**src/rtl/mod_addsub_pipe.sv**
```systemverilog
// mod_addsub_pipe: two-stage, multi-lane modular add/sub with a shared modulus and valid/ready flow control.
module mod_addsub_pipe #(
  parameter int DW    = 14,
  parameter int LANES = 2,
  parameter bit GUARD = 1
) (
  input  logic                  clk,
  input  logic                  rst,
  input  logic                  in_valid,
  output logic                  in_ready,
  input  logic [LANES-1:0]      op,
  input  logic [LANES*DW-1:0]   in1,
  input  logic [LANES*DW-1:0]   in2,
  input  logic [DW-1:0]         p,
  output logic                  out_valid,
  input  logic                  out_ready,
  output logic [LANES*DW-1:0]   out,
  output logic [LANES-1:0]      out_err
);
  logic                      r_v1, r_v2;
  logic [LANES*(DW+1)-1:0]   r_t;
  logic [LANES-1:0]          r_op1, r_err1;
  logic [DW-1:0]             r_p1;
  logic [LANES*(DW+1)-1:0]   w_t;
  logic [LANES-1:0]          w_err;
  logic [LANES*DW-1:0]       w_res;
  logic                      w_adv2;
  assign w_adv2    = !r_v2 || out_ready;
  assign in_ready  = !r_v1 || w_adv2;
  assign out_valid = r_v2;
  for (genvar k = 0; k < LANES; k++) begin : g_lane
    logic [DW-1:0] w_a, w_b, w_sum;
    logic [DW:0]   w_t1;
    assign w_a = in1[k*DW +: DW];
    assign w_b = in2[k*DW +: DW];
    assign w_t[k*(DW+1) +: DW+1] = op[k] ? {1'b0, w_a} + {1'b0, w_b} : {1'b0, w_a} - {1'b0, w_b};
    assign w_err[k] = GUARD && (w_a >= p || w_b >= p);
    assign w_t1  = r_t[k*(DW+1) +: DW+1];
    assign w_sum = w_t1[DW-1:0] + r_p1;
    // add: subtract p once if the sum reached p; sub: add p back on borrow
    assign w_res[k*DW +: DW] = r_op1[k] ? (w_t1 >= {1'b0, r_p1} ? w_t1[DW-1:0] - r_p1 : w_t1[DW-1:0])
                                        : (w_t1[DW] ? w_sum : w_t1[DW-1:0]);
  end
  always_ff @(posedge clk) begin
    if (rst) begin
      r_v1    <= 1'b0;
      r_v2    <= 1'b0;
      out     <= '0;
      out_err <= '0;
    end else begin
      if (in_ready) r_v1 <= in_valid;
      if (in_ready && in_valid) begin
        r_t    <= w_t;
        r_op1  <= op;
        r_p1   <= p;
        r_err1 <= w_err;
      end
      if (w_adv2) r_v2 <= r_v1;
      if (w_adv2 && r_v1) begin
        out     <= w_res;
        out_err <= r_err1;
      end
    end
  end
endmodule

```
**config.mk**
```make
export PLATFORM = sky130hd
export DESIGN_NAME = mod_addsub_pipe
export DESIGN_NICKNAME = d
export VERILOG_FILES = /design/src/rtl/mod_addsub_pipe.sv
export SDC_FILE = /design/constraint.sdc
export NUM_CORES = 1
export LEC_CHECK = 0
export ABC_AREA = 1
export BUFFER_PORTS_ARGS = -buffer_cell sky130_fd_sc_hd__clkbuf_2
export CAP_MARGIN = 10
export CORE_MARGIN = 8
export CORE_UTILIZATION = 25
export CTS_CLUSTER_DIAMETER = 80
export CTS_CLUSTER_SIZE = 28
export DETAILED_ROUTE_END_ITERATION = 6
export GPL_TIMING_DRIVEN = 1
export SETUP_SLACK_MARGIN = 0.02
export SYNTH_ARGS = -nofsm -noshare
export SYNTH_HDL_FRONTEND = slang
export SYNTH_SLANG_ARGS = --single-unit
```
**constraint.sdc**
```tcl
create_clock -name clk -period 2.4 [get_ports clk]
set_input_delay 0.36 -clock clk [delete_from_list [all_inputs] [get_ports clk]]
set_output_delay 0.36 -clock clk [all_outputs]
set_load 0.005 [all_outputs]
```
==> results.md <==
- The run finished with clean final reports.
- After detailed routing, the average wire length per cell comes to 14.9 um.
- The worst hold path begins at rst.
- The critical path endpoint category is a register.
- The core region is 39800 um2.
- Once detailed placement completed, the half-perimeter wirelength came to 28900 um.
- Of the total power, the share spent switching nets is 0.396.
- The initial antenna violation count is 0.
- The reported net switching power is 0.00245 W.
- The H-tree was split into 3 levels.
- TritonCTS built the clock tree.
- The initial utilization of the core area, before any placement, comes to 0.254.
- In the finished design, the share of the clock period the worst path needs comes to 0.956.
- Headroom to the max-slew limit came out at 0.346.
- The average via count per standard cell is 4.58.
- The pre-antenna-repair detailed-routing pass consisted of 5 iterations.
- The max-slew violation count came to 0.
- The launch point of the critical path is r_t[1]$_DFFE_PP_.
- During I/O placement, the number of pins put on the boundary was 108.
- The minimum hold slack is 0.204 ns.
- Measured along the y axis, the die boundary spans 217 um.
- For this design the ratio of total power to cell area is 485 nW/um2.
- The total of hold buffers inserted after clock tree synthesis is 0.
- The time the worst path needs with I/O delays and setup is 2.29 ns.
- The clock slew seen by the registers of the worst setup and hold paths is 0.06 ns.
- Cell internal power was estimated by the tool at 0.00374 W.
- The number of different library cells in the post-synthesis netlist is 49.
- The total DRC errors in the routed layout is 0.
- The clock sink total is 80.
- In this run the critical register-to-register path is launched from r_t[1]$_DFFE_PP_.
- The largest voltage drop on the vdd net is 0.000329 V.
- Of the total power, registers draw 0.278.
- Entering global routing, the biggest net connects 49 pins.
- 0 antenna diodes ended up in the layout.
- The first routing iteration left 670 violations.
- The final layout contains routed wiring with a total length of 33500 um.
- The reg2reg setup slack is 0.11 ns.
- The cell count after synthesis came out at 1480.
- Of the cells placed in the final design, the portion with a size suffix greater than 1 is 0.233.
- The startpoint-to-endpoint class of the critical path is register to register.
- The core occupancy in the finished layout is 0.321.
- The max-capacitance violation count is 0.
- After synthesis the cells add up to 10100 um2.
- Counting flops with a built-in enable in the synthesized netlist gives 48.
- The final weighted congestion in routability-driven placement is 0.942.
- The fraction of the yosys area taken by sequential cells is 0.206.
- The total number of vias is 10300.
- The total overflow left after global routing is 0.
- In this run the critical register-to-register path is captured at out[9]$_SDFFE_PP0P_.
- The measured slew at the worst slew-check pin is 0.982 ns.
- The clock reaches the later pin of the worst-skew pair after 0.34 ns.
- Once detail routing completed, the nets flagged for antenna violations numbered 0.
- The peak fanout along the critical path is 4.
- The type of the tightest min-delay check is primary input to register.
- The final total power is 0.00619 W.
- The longest clock path from root to sink contains 2 buffers.
- In the synthesized netlist the dominant register cell turns out to be sky130_fd_sc_hd__edfxtp_1.
- The global-route wire length before repair is 52700 um.
- The number of buffer cells added on primary ports is 107.
- The area growth from synthesis to layout is 26.5%.
- The end of the critical path is out[9]$_SDFFE_PP0P_.
- The floorplan step set the die width to 217 um.
- The flip-flop and latch count after synthesis is 80.
- The critical path arrival is 2.53 ns.
- The cell leakage power is 6.55 nW.
- The final hold violation count is 0.
- For the worst setup path, the data required time is 2.63 ns.
- Buffers inserted during clock tree synthesis total 9.
- The synthesized netlist net count is 1710.
- For this run, the post-layout net count is 1951.
- The total number of placement rows is 73.
- The top cell types in the final layout, fill and taps aside, are sky130_fd_sc_hd__nand2_1, sky130_fd_sc_hd__inv_1, sky130_fd_sc_hd__nor2_1.
- The die covers 47100 um2.
- Measured in cells, the most critical reg-to-reg path has a length of 13.
- The setup violation total in the final timing report is 0.
- Of the total power, combinational logic draws 0.506.
- The critical path launch point type is a register.
- Setup repair after global routing could not meet its margin everywhere.
- The share of flip-flops with an asynchronous set or reset after synthesis is 0.
- The fmax is 436 MHz.
- In the global route stage, overall resource usage came out at 0.138.
- The share of total power dissipated in the clock network is 0.215.
- On the final layout, the worst clock skew is 0.00737 ns.
- The via count of the first global-routing pass is 10000.
- The library cell used most frequently in the layout, excluding fill and tap cells, is sky130_fd_sc_hd__nand2_1.
- Yosys printed 0 warnings.
- The clock tree root driver cell is sky130_fd_sc_hd__clkbuf_16.
- The synthesized area divided by synthesized cell count is 6.82 um2.
==> layer usage <==
metal  part of all wire  up-vias  GRT usage
met5                  0        -          0
met4              0.025        0     0.0413
met3              0.056       38     0.0211
met2               0.39      309      0.196
met1               0.53     4623      0.210
li1                   -     5333          -
==> stage by stage <==
stage	setup WS, ns	setup TNS [ns]	area [um2]	instances
finish	0.106	0	12800	2251
global route	-0.0139	-0.0260	12800	2251
CTS	0.0366	0	12500	2236
detailed placement	-0.306	-2.68	12200	2218
global placement	-0.258	-2.11	12200	2218
floorplan	-0.00296	-0.00296	10100	1480
==> state kept, by name, indices dropped and copies added, names as in the netlist <==
name	cells
r_err1	2
out_valid	1
r_op1	2
out	28
out_err	2
r_t	30
r_v1	1
r_p1	14
==> layout make-up <==
| cell class | count | area [um2] |
|---|---|---|
| clock buffers | 11 | 233 |
| flip-flops and latches | 80 | 2080 |
| well taps | 525 | 657 |
| clock inverters | 5 | 55.1 |
| multi-input cells | 1152 | 7150 |
| repair buffers | 271 | 1820 |
| fillers | 4368 | 27000 |
| inverters | 207 | 782 |
==> logic make-up after synthesis <==
kind of cell | after synthesis | synth area share
xor+xnor | 65 | 0.0564
flops | 80 | 0.206
compound gates | 256 | 0.148
buf+inv | 248 | 0.105
fa+ha+maj | 154 | 0.195
simple gates | 677 | 0.289
==> power by group through the flow <==
| stage | clock network, W | logic (W) | registers [W] |
|---|---|---|---|
| finish | 0.00133 | 0.00314 | 0.00172 |
| global route | 0.00143 | 0.00351 | 0.00174 |
| CTS | 0.00138 | 0.00302 | 0.00172 |
| detailed placement | 0 | 0.00300 | 0.00175 |
| global placement | 0 | 0.00295 | 0.00175 |
| floorplan | 0 | 0.00192 | 0.00173 |
==> cells in the mapped netlist, types with 6 or more instances <==
| cell | instances | area [um2] |
|---|---|---|
| sky130_fd_sc_hd__buf_6 | 10 | 113 |
| sky130_fd_sc_hd__nor2_1 | 171 | 642 |
| sky130_fd_sc_hd__buf_2 | 7 | 35.0 |
| sky130_fd_sc_hd__nor3_1 | 9 | 45.0 |
| sky130_fd_sc_hd__xnor2_1 | 15 | 131 |
| sky130_fd_sc_hd__nand3_2 | 9 | 90.1 |
| sky130_fd_sc_hd__buf_4 | 7 | 52.6 |
| sky130_fd_sc_hd__edfxtp_1 | 48 | 1440 |
| sky130_fd_sc_hd__o211ai_1 | 11 | 82.6 |
| sky130_fd_sc_hd__dfxtp_1 | 32 | 641 |
| sky130_fd_sc_hd__a21oi_2 | 13 | 114 |
| sky130_fd_sc_hd__ha_1 | 148 | 1850 |
| sky130_fd_sc_hd__nand3_1 | 93 | 465 |
| sky130_fd_sc_hd__inv_1 | 195 | 732 |
| sky130_fd_sc_hd__o21bai_1 | 10 | 75.1 |
| sky130_fd_sc_hd__fa_1 | 6 | 120 |
| sky130_fd_sc_hd__o21ai_0 | 73 | 365 |
| sky130_fd_sc_hd__nand2_1 | 340 | 1280 |
| sky130_fd_sc_hd__nand4_1 | 17 | 106 |
| sky130_fd_sc_hd__clkbuf_1 | 13 | 48.8 |
| sky130_fd_sc_hd__xor2_1 | 50 | 438 |
| sky130_fd_sc_hd__nand2_2 | 12 | 75.1 |
| sky130_fd_sc_hd__inv_2 | 8 | 30.0 |
| sky130_fd_sc_hd__a21oi_1 | 117 | 586 |
==> worst min path at each step <==
stage	endpoint	cells after the start
final	out_valid$_SDFFE_PP0P_	2
after CTS	out_valid$_SDFFE_PP0P_	2
after floorplan	out_valid$_SDFFE_PP0P_	1
after global routing	out_valid$_SDFFE_PP0P_	2
after global placement	out_err[0]$_SDFFE_PP0P_	2
after detailed placement	out_err[0]$_SDFFE_PP0P_	2
==> repair_timing <==
| action | 4_1_cts | 5_1_grt |
|---|---|---|
| resized for setup | 0 | 62 |
| gates cloned | 0 | 0 |
| pin swaps | 0 | 12 |
| buffers inserted | 2 | 15 |
| setup endpoints to repair | 3 | 29 |
==> critical path, stage by stage (launching register included) <==
cell and delay, ns:
sky130_fd_sc_hd__edfxtp_1 0.52, sky130_fd_sc_hd__ha_1 0.37, sky130_fd_sc_hd__inv_1 0.12, sky130_fd_sc_hd__nand2_1 0.08, sky130_fd_sc_hd__nand2_1 0.07, sky130_fd_sc_hd__nand3_1 0.14, sky130_fd_sc_hd__nand2_1 0.21, sky130_fd_sc_hd__nand2_1 0.10
sky130_fd_sc_hd__nand3_1 0.08, sky130_fd_sc_hd__nand3_1 0.08, sky130_fd_sc_hd__nand2_1 0.09, sky130_fd_sc_hd__nand2_1 0.06, sky130_fd_sc_hd__nor2_1 0.20, sky130_fd_sc_hd__nor2_1 0.06
Power figures use the tool's default switching activity.
